### src/rtl/lsu_pkg.sv
// ---------------------------------------------------------------------------
// lsu_pkg
// Shared definitions for the load/store controller: memop encodings, the
// controller state type, the store byte-enable helper and the store lane
// replication helper.
// Optional feature macro used by lsu_ctrl: MISALIGN_CHK_EN.
// ---------------------------------------------------------------------------
package lsu_pkg;

   localparam logic [2:0] MOP_B  = 3'b000;
   localparam logic [2:0] MOP_H  = 3'b001;
   localparam logic [2:0] MOP_W  = 3'b010;
   localparam logic [2:0] MOP_BU = 3'b100;
   localparam logic [2:0] MOP_HU = 3'b101;

   typedef enum logic [1:0] {
      S_IDLE = 2'd0,
      S_REQ  = 2'd1,
      S_WAIT = 2'd2,
      S_RSP  = 2'd3
   } lsu_state_t;

   // Byte-enable mask for a store. Half accesses only look at off[1], so a
   // half store at an odd address lands on the containing aligned half.
   // Codes that are not a legal store width produce an empty mask.
   function automatic logic [3:0] wmask(input logic [2:0] memop, input logic [1:0] off);
      logic [3:0] m;
      case (memop)
         MOP_B:   m = 4'b0001 << off;
         MOP_H:   m = 4'b0011 << {off[1], 1'b0};
         MOP_W:   m = 4'b1111;
         default: m = 4'b0000;
      endcase
      return m;
   endfunction

   // Store data is replicated across every lane so the mask alone selects
   // which bytes memory actually writes.
   function automatic logic [31:0] store_lane(input logic [2:0] memop, input logic [31:0] wdata);
      logic [31:0] d;
      case (memop)
         MOP_B:   d = {4{wdata[7:0]}};
         MOP_H:   d = {2{wdata[15:0]}};
         default: d = wdata;
      endcase
      return d;
   endfunction

endpackage

### src/rtl/lsu_load_align.sv
// ---------------------------------------------------------------------------
// lsu_load_align
// Combinational extraction and sign/zero extension of a loaded word.
// Ports:
//   memop  in  3   load width/sign code of the pending load
//   off    in  2   byte offset of the original address
//   rdata  in  32  aligned word returned by memory
//   data   out 32  extended result; unknown codes pass rdata through
// ---------------------------------------------------------------------------
module lsu_load_align
   import lsu_pkg::*;
(
   input  logic [2:0]  memop,
   input  logic [1:0]  off,
   input  logic [31:0] rdata,
   output logic [31:0] data
);

   logic [7:0]  byte_sel;
   logic [15:0] half_sel;

   // Pick the addressed byte/half out of the word, then extend it according
   // to the memop. Words and unused codes are returned untouched.
   always_comb begin
      byte_sel = rdata[{off, 3'b000} +: 8];
      half_sel = off[1] ? rdata[31:16] : rdata[15:0];
      case (memop)
         MOP_B:   data = {{24{byte_sel[7]}}, byte_sel};
         MOP_BU:  data = {24'd0, byte_sel};
         MOP_H:   data = {{16{half_sel[15]}}, half_sel};
         MOP_HU:  data = {16'd0, half_sel};
         default: data = rdata;
      endcase
   end

endmodule

### src/rtl/lsu_ctrl.sv
// ---------------------------------------------------------------------------
// lsu_ctrl
// Load/store request controller between the execute stage and the data
// memory port. One transaction at a time: accept from EXU, issue a
// word-aligned byte-masked access, wait for load data, return the extended
// result to write-back.
// Optional feature: define MISALIGN_CHK_EN to flag misaligned half/word
// accesses (returned immediately with rsp_err=1, no memory access).
// Ports:
//   clk, rst                 clock, synchronous active-high reset
//   req_valid/req_ready      EXU handshake
//   req_ren/req_wen          load/store select (ren wins)
//   req_memop                width/sign code
//   req_addr/req_wdata       byte address, right-aligned store data
//   mem_valid/mem_ready      memory access handshake
//   mem_wen/mem_addr         write select, aligned address
//   mem_wdata/mem_wmask      lane-replicated store data, byte enables
//   mem_rvalid/mem_rdata     load data return
//   rsp_valid/rsp_ready      WBU handshake
//   rsp_rdata/rsp_err        extended load data, misaligned flag
// ---------------------------------------------------------------------------
module lsu_ctrl
   import lsu_pkg::*;
#(
   parameter int AW = 32,
   parameter int DW = 32
)(
   input  logic          clk,
   input  logic          rst,
   input  logic          req_valid,
   output logic          req_ready,
   input  logic          req_ren,
   input  logic          req_wen,
   input  logic [2:0]    req_memop,
   input  logic [AW-1:0] req_addr,
   input  logic [DW-1:0] req_wdata,
   output logic          mem_valid,
   input  logic          mem_ready,
   output logic          mem_wen,
   output logic [AW-1:0] mem_addr,
   output logic [DW-1:0] mem_wdata,
   output logic [3:0]    mem_wmask,
   input  logic          mem_rvalid,
   input  logic [DW-1:0] mem_rdata,
   output logic          rsp_valid,
   input  logic          rsp_ready,
   output logic [DW-1:0] rsp_rdata,
   output logic          rsp_err
);

   lsu_state_t  state;
   logic [2:0]  memop_q;
   logic [1:0]  off_q;
   logic [31:0] load_data;
   logic        is_load;
   logic        is_store;
   logic        misaligned;

   assign req_ready = (state == S_IDLE) && !rst;
   assign is_load   = req_ren;
   assign is_store  = !req_ren && req_wen;

`ifdef MISALIGN_CHK_EN
   // Half accesses must be half-aligned and words word-aligned; bytes never
   // fault. Only real loads/stores can be flagged.
   always_comb begin
      misaligned = 1'b0;
      if (is_load || is_store) begin
         case (req_memop)
            MOP_H, MOP_HU: misaligned = req_addr[0];
            MOP_W:         misaligned = (req_addr[1:0] != 2'b00);
            default:       misaligned = 1'b0;
         endcase
      end
   end
`else
   assign misaligned = 1'b0;
`endif

   lsu_load_align u_align (
      .memop (memop_q),
      .off   (off_q),
      .rdata (mem_rdata),
      .data  (load_data)
   );

   // Single FSM owning every registered output. Everything the memory side
   // sees is captured at accept time and then held untouched until the
   // handshake, and the response is held until WBU takes it. mem_rvalid is
   // only looked at in S_WAIT, so stray data after a reset is dropped.
   always_ff @(posedge clk) begin
      if (rst) begin
         state     <= S_IDLE;
         memop_q   <= MOP_B;
         off_q     <= 2'b00;
         mem_valid <= 1'b0;
         mem_wen   <= 1'b0;
         mem_addr  <= '0;
         mem_wdata <= '0;
         mem_wmask <= 4'b0000;
         rsp_valid <= 1'b0;
         rsp_rdata <= '0;
         rsp_err   <= 1'b0;
      end else begin
         case (state)
            S_IDLE: begin
               if (req_valid) begin
                  memop_q   <= req_memop;
                  off_q     <= req_addr[1:0];
                  mem_addr  <= {req_addr[AW-1:2], 2'b00};
                  mem_wen   <= is_store && !misaligned;
                  mem_wmask <= (is_store && !misaligned) ? wmask(req_memop, req_addr[1:0]) : 4'b0000;
                  mem_wdata <= (is_store && !misaligned) ? store_lane(req_memop, req_wdata) : '0;
                  rsp_rdata <= '0;
                  rsp_err   <= misaligned;
                  if ((is_load || is_store) && !misaligned) begin
                     mem_valid <= 1'b1;
                     state     <= S_REQ;
                  end else begin
                     rsp_valid <= 1'b1;
                     state     <= S_RSP;
                  end
               end
            end
            S_REQ: begin
               if (mem_ready) begin
                  mem_valid <= 1'b0;
                  if (mem_wen) begin
                     rsp_valid <= 1'b1;
                     state     <= S_RSP;
                  end else begin
                     state <= S_WAIT;
                  end
               end
            end
            S_WAIT: begin
               if (mem_rvalid) begin
                  rsp_rdata <= load_data;
                  rsp_valid <= 1'b1;
                  state     <= S_RSP;
               end
            end
            S_RSP: begin
               if (rsp_ready) begin
                  rsp_valid <= 1'b0;
                  state     <= S_IDLE;
               end
            end
            default: state <= S_IDLE;
         endcase
      end
   end

endmodule

### config.mk
export PLATFORM = sky130hd
export DESIGN_NAME = lsu_ctrl
export DESIGN_NICKNAME = d
export VERILOG_FILES = /design/src/rtl/lsu_pkg.sv /design/src/rtl/lsu_load_align.sv /design/src/rtl/lsu_ctrl.sv
export SDC_FILE = /design/constraint.sdc
export NUM_CORES = 1
export LEC_CHECK = 0
export CORE_MARGIN = 2
export CORE_UTILIZATION = 38
export DETAILED_ROUTE_END_ITERATION = 16
export GPL_TIMING_DRIVEN = 1
export PLACE_DENSITY = 0.76
export SETUP_SLACK_MARGIN = 0.2
export SYNTH_ARGS = -nofsm -noshare
export SYNTH_HDL_FRONTEND = slang
export SYNTH_SLANG_ARGS = --single-unit
### constraint.sdc
create_clock -name clk -period 1.7 [get_ports clk]
set_input_delay 0.255 -clock clk [delete_from_list [all_inputs] [get_ports clk]]
set_output_delay 0.255 -clock clk [all_outputs]
set_load 0.02 [all_outputs]
==> impl_metrics.env, run 1 <==
export IMPL_critPathKind="reg -> reg"
export IMPL_p_per_area_nw_per_um2=1140
export IMPL_avgRoutedWirePerCell_um=18.7
export IMPL_final_hold_viol_count=0
export IMPL_clockBufferDepth=2
export IMPL_yosys_area_top_type="dfxtp_1"
export IMPL_violations="negative setup slack"
export IMPL_place_congestion=0.903
export IMPL_core_um2=12600
export IMPL_status="complete, but fails checks"
export IMPL_synthArstFlopShare_pct=0
export IMPL_synth_most_common_cell="dfxtp_1"
export IMPL_yosysWarnings=0
export IMPL_grt_pass1_wl_mm=25.8
export IMPL_end_kind="flip-flop"
export IMPL_hold_class="in -> reg"
export IMPL_fin_cells=956
export IMPL_grt_pass1_vias=5058
export IMPL_synth_flop_cell="dfxtp_1"
export IMPL_setup_violations_final=1
export IMPL_io_pins=212
export IMPL_worst_pin_slew_ns=0.794
export IMPL_dp_cells=924
export IMPL_initial_core_util_pct=38.8
export IMPL_numCtsBuffers=9
export IMPL_crit_arrival_ns=1.94
export IMPL_vias_per_cell=5.55
export IMPL_hold_slack_ns=0.242
export IMPL_avgSynthCellArea_um2=8.83
export IMPL_io_buffers=208
export IMPL_rsz0062_at_grt="true"
export IMPL_insertion_delay_ns=0.35
export IMPL_htreeDepth=3
export IMPL_fin_crit_sh_pct=100
export IMPL_worstPathRequired_ns=1.94
export IMPL_antenna_found_initial=0
export IMPL_worst_ir_drop_vdd_v=0.000623
export IMPL_gr_total_overflow=0
export IMPL_crit_fanout=16
export IMPL_ys_seq_elements=108
export IMPL_clk_pin_slew_ns=0.07
export IMPL_synth_cell_types=46
export IMPL_synth_top_cell_area_share_pct=44.1
export IMPL_clock_skew_ns=0.00862
export IMPL_drive_above_1_share_pct=22.2
export IMPL_area_growth_syn_to_layout_pct=67.6
export IMPL_drt_iter0_drc=560
export IMPL_drtAntennaViolNets=0
export IMPL_layout_min_cycle_time_ns=1.70
export IMPL_netlist_instances=555
export IMPL_drc=0
export IMPL_rrSetupSlack_ns=-0.002
export IMPL_clock_sinks=108
export IMPL_seq_area_frac_synth_pct=44.1
export IMPL_slew_viol_final=0
export IMPL_cts_hold_buf=0
export IMPL_grt_usage_pct=22.8
export IMPL_hpwl_mm=11.5
export IMPL_num_antenna_cells=0
export IMPL_dr_pass1_iters=5
export IMPL_die_width_um=118
export IMPL_fp_row_count=41
export IMPL_multi_input_area_um2=2890
export IMPL_routed_wl_mm=17.9
export IMPL_ys_top_cells_by_count="dfxtp_1, nand2_1, a21oi_1"
export IMPL_nFillCells=999
export IMPL_drv_cap=0
export IMPL_synth_area_um2=4900
export IMPL_cts_tree="yes"
export IMPL_p_leak_nw=3.57
export IMPL_synth_edf_count=0
export IMPL_synthTopCellsByArea="dfxtp_1, nand2_1, a21oi_1"
export IMPL_crit_path_start_kind="flip-flop"
export IMPL_fmax_mhz=588
export IMPL_seqCellArea_um2=2170
export IMPL_slew_limit_headroom_pct=47.1
export IMPL_dieHeight_um=118
export IMPL_final_nets=892
export IMPL_via_count=5308
export IMPL_clock_root_buffer="clkbuf_16"
export IMPL_fin_ws_ns=-0.00205
export IMPL_die_area_um2=13800
export IMPL_grt_max_degree=74
flip-flops by register name, summed over array words and instances (netlist names), 2 cells and up:
register   flops
memop_q        3
mem_wdata     32
state          2
mem_addr      30
off_q          2
rsp_rdata     32
mem_wmask      4
worst paths after layout:
kind,start,endpoint,cells after the start
worst min register to register,mem_addr[23],mem_addr[23],2
worst min-delay path,rst,state[0],2
worst max register to register,off_q[0],rsp_rdata[19],5
worst max-delay path,off_q[0],rsp_rdata[19],5
metal layers:
| layer | GRT usage [%] | vias to the layer above | wire length (um) |
|---|---|---|---|
| met5 | 0 | - | 0 |
| met1 | 26.9 | 2504 | 6980 |
| met3 | 6.98 | 54 | 1630 |
| met2 | 37.8 | 321 | 8650 |
| met4 | 11.1 | 0 | 653 |
| li1 | - | 2429 | - |
cell usage in the layout, fill, tap and decap left out, types with 13 or more instances in the layout:
cell / n
dfxtp_1: 104
dlygate4sd2_1: 101
nand2_1: 71
a21oi_1: 59
nor2_1: 36
o21ai_1: 21
a221o_1: 18
nand2b_1: 17
clkdlybuf4s50_1: 105
buf_4: 27
nand2_2: 20
clkbuf_16: 13
o21ai_2: 13
a22oi_1: 17
power breakdown:
group          total (mW)  internal (mW)  switching [mW]  leakage, nW
Clock                2.09           1.15           0.939        0.148
Sequential           3.03           2.83           0.205        0.880
Combinational        4.20           2.01            2.20         2.54
worst max-delay path: stages, from the launching register on:
cell and delay [ns]:
dfxtp_4 0.38, mux2_4 0.33, a221oi_4 0.33, nor4_4 0.09
buf_12 0.16, a221o_2 0.31
metrics by stage:
| stage | instance area, um^2 | TNS, ns | power (mW) | setup slack (ns) | util (%) |
|---|---|---|---|---|---|
| floorplan | 4950 | -1.66 | 4.83 | -0.123 | - |
| global route | 8210 | -0.137 | 9.71 | -0.0308 | 65.1 |
| global placement | 7330 | -8.06 | 6.13 | -0.443 | 58.1 |
| finish | 8210 | -0.00205 | 9.33 | -0.00205 | 65.1 |
| CTS | 7720 | 0 | 8.53 | 0.00194 | 61.2 |
| detailed placement | 7330 | -9.97 | 6.24 | -0.539 | 58.1 |
cell families after synthesis:
logic type               Yosys count  share of synthesized area, %
AO/OA/AOI/OAI                    178                          23.9
adder cells (fa/ha/maj)            5                          1.28
buffers and inverters             59                          5.87
flip-flops                       108                          44.1
multiplexers                      28                          8.45
other                              1                        0.0765
AND/OR/NAND/NOR                  176                          16.3
cell type report:
class	count	share of cell area, %
multi-input cells	390	35.1
clock buffers	13	3.41
repair buffers	260	31.6
inverters	11	0.564
clock inverters	2	0.213
well taps	172	2.62
flip-flops and latches	108	26.4
timing repair:
item	4_1_cts	5_1_grt
setup buffers	6	5
setup endpoints to repair	172	77
endpoints found under the hold margin	0	0
gates cloned	2	4
pin swaps	11	54
resized for setup	142	114
(Power assumes the default switching activity.)
==> run 2: changes to the inputs <==
CELL_PAD_IN_SITES_DETAIL_PLACEMENT = 1   (was default)
CELL_PAD_IN_SITES_GLOBAL_PLACEMENT = 1   (was default)
CORE_UTILIZATION = 41   (was 38)
DONT_BUFFER_PORTS = 1   (was default)
PLACE_DENSITY = default   (was 0.76)
PLACE_DENSITY_LB_ADDON = 0.1   (was default)
==> run 2 against run 1 <==
  * The run ends with negative hold slack left
  * Highest routed layer unchanged
  * Largest cell class unchanged
  * Final cell count shrank 25%
  * Clock-buffer cell count stayed put
  * Power is 8.2% lower
  * Sequential share of layout area rose by 10 points
  * Setup slack gained 0.031 ns
  * Global-route usage increased by 0.87 points
  * Maximum frequency rose by 1.9%
  * Non-clock buffer count down 214
  * Flip-flop and latch count unchanged
==> impl_metrics.env, run 2 (synthesis results as in run 1) <==
export IMPL_worst_ir_drop_vdd_v=0.000600
export IMPL_slew_viol_final=0
export IMPL_fin_cells=716
export IMPL_antenna_found_initial=0
export IMPL_gr_total_overflow=0
export IMPL_rrSetupSlack_ns=0.03
export IMPL_crit_arrival_ns=1.91
export IMPL_final_cell_mix="dfxtp_1, nand2_1, a21oi_1"
export IMPL_violations="negative hold slack"
export IMPL_vias_per_cell=5.96
export IMPL_drive_above_1_share_pct=22.5
export IMPL_final_nets=680
export IMPL_status="complete, but fails checks"
export IMPL_final_common_cell="dfxtp_1"
export IMPL_area_growth_syn_to_layout_pct=21.5
export IMPL_worstPathRequired_ns=1.94
export IMPL_worst_pin_slew_ns=0.524
export IMPL_grt_pass1_wl_mm=24.1
export IMPL_fin_ws_ns=0.0293
export IMPL_power_share_clock_pct=25.5
export IMPL_fin_crit_sh_pct=98.3
export IMPL_die_area_um2=12800
export IMPL_crit_fanout=5
export IMPL_drv_cap=0
export IMPL_clock_sinks=108
export IMPL_cts_tree="yes"
export IMPL_power_share_switching_pct=35.5
export IMPL_highest_layer="met4"
export IMPL_initial_core_util_pct=42.4
export IMPL_place_area_um2=5120
export IMPL_rsz0062_at_grt="true"
export IMPL_pre_cts_ws_ns=-0.180
export IMPL_drt_iter0_drc=247
export IMPL_top_regs="mem_wdata x32, rsp_rdata x32, mem_addr x30"
export IMPL_grt_usage_pct=23.7
export IMPL_p_sw_mw=3.04
export IMPL_p_comb_share_pct=35.1
export IMPL_place_congestion=0.802
export IMPL_numCtsBuffers=9
export IMPL_grt_pass1_vias=4415
export IMPL_hold_slack_ns=-0.0106
export IMPL_fmax_mhz=599
export IMPL_multi_input_area_um2=2710
export IMPL_crit_path_start_kind="flip-flop"
export IMPL_power_mw=8.56
export IMPL_setup_violations_final=0
export IMPL_wl_met1_mm=6.66
export IMPL_drc=0
export IMPL_avgRoutedWirePerCell_um=22.8
export IMPL_layout_min_cycle_time_ns=1.67
export IMPL_p_per_area_nw_per_um2=1440
export IMPL_clock_root_buffer="clkbuf_16"
export IMPL_seqCellArea_um2=2170
export IMPL_dieHeight_um=113
export IMPL_clock_skew_ns=0.00641
export IMPL_final_area_um2=5960
export IMPL_fp_row_count=39
export IMPL_end_kind="flip-flop"
export IMPL_grt_max_degree=81
export IMPL_final_hold_viol_count=1
export IMPL_clk_pin_slew_ns=0.07
export IMPL_core_um2=11600
export IMPL_fin_setup_tns_ns=0
export IMPL_htreeDepth=3
export IMPL_critPathKind="reg -> reg"
export IMPL_die_width_um=113
export IMPL_num_antenna_cells=0
export IMPL_nFillCells=1324
export IMPL_io_pins=212
export IMPL_via_count=4265
export IMPL_dp_cells=679
export IMPL_insertion_delay_ns=0.35
export IMPL_routed_wl_mm=16.3
export IMPL_seqPwrFrac_pct=39.4
export IMPL_hold_class="in -> reg"
export IMPL_p_int_mw=5.52
export IMPL_hpwl_mm=10.6
export IMPL_clockBufferDepth=2
export IMPL_io_buffers=0
export IMPL_drtAntennaViolNets=0
export IMPL_met3WireLength_mm=1.43
export IMPL_p_leak_nw=2.20
export IMPL_wl_met2_mm=7.98
export IMPL_slew_limit_headroom_pct=64.7
export IMPL_dr_pass1_iters=4
-- run 2: timing repair --
action | in CTS | in global routing
setup endpoints to repair | 59 | 107
gates cloned | 3 | 6
resized for setup | 60 | 28
setup buffers | 10 | 2
pin swaps | 15 | 7
hold endpoints to repair | 76 | 62
-- run 2: through the flow --
step / utilization, % / hold WS (ns)
CTS: 49.7 / -0.0370
finish: 51.5 / -0.0106
global placement: 44.3 / 0.331
detailed placement: 44.3 / 0.338
global route: 51.5 / -0.0347
floorplan: - / 0.391
-- run 2: metal layers --
metal,up-vias,GRT usage [%]
li1,2008,-
met2,157,40.0
met3,18,8.62
met5,-,0
met1,2082,27.7
met4,0,8.37
-- run 2: cell type report --
| class | instances | share of cell area [%] |
|---|---|---|
| Multi-Input combinational cell | 392 | 45.5 |
| Inverter | 11 | 0.735 |
| Clock inverter | 3 | 0.735 |
| Clock buffer | 13 | 4.37 |
| Timing Repair Buffer | 46 | 9.20 |
| Tap cell | 143 | 3.00 |
| Sequential cell | 108 | 36.4 |
-- run 2: final timing paths --
path | end | start | cells after the start
min | state[0] | rst | 1
max | rsp_rdata[14] | off_q[0] | 6
max reg2reg | rsp_rdata[14] | off_q[0] | 6
min reg2reg | memop_q[2] | memop_q[2] | 2
-- run 2: power groups by stage --
stage / clock network [mW] / logic (mW) / registers, mW
6_report: 2.19 / 3.00 / 3.37
5_1_grt: 2.33 / 3.26 / 3.40
4_1_cts: 2.23 / 2.61 / 3.37
3_5_place_dp: 0 / 2.08 / 3.42
3_3_place_gp: 0 / 2.00 / 3.41
2_1_floorplan: 0 / 1.51 / 3.32
-- run 2: worst max-delay path: stages, from the launching register on --
cell and delay (ns):
dfxtp_4 0.38, mux2_4 0.33, buf_4 0.15, a32oi_4 0.21, buf_6 0.16, o21ai_1 0.07, a32o_1 0.26
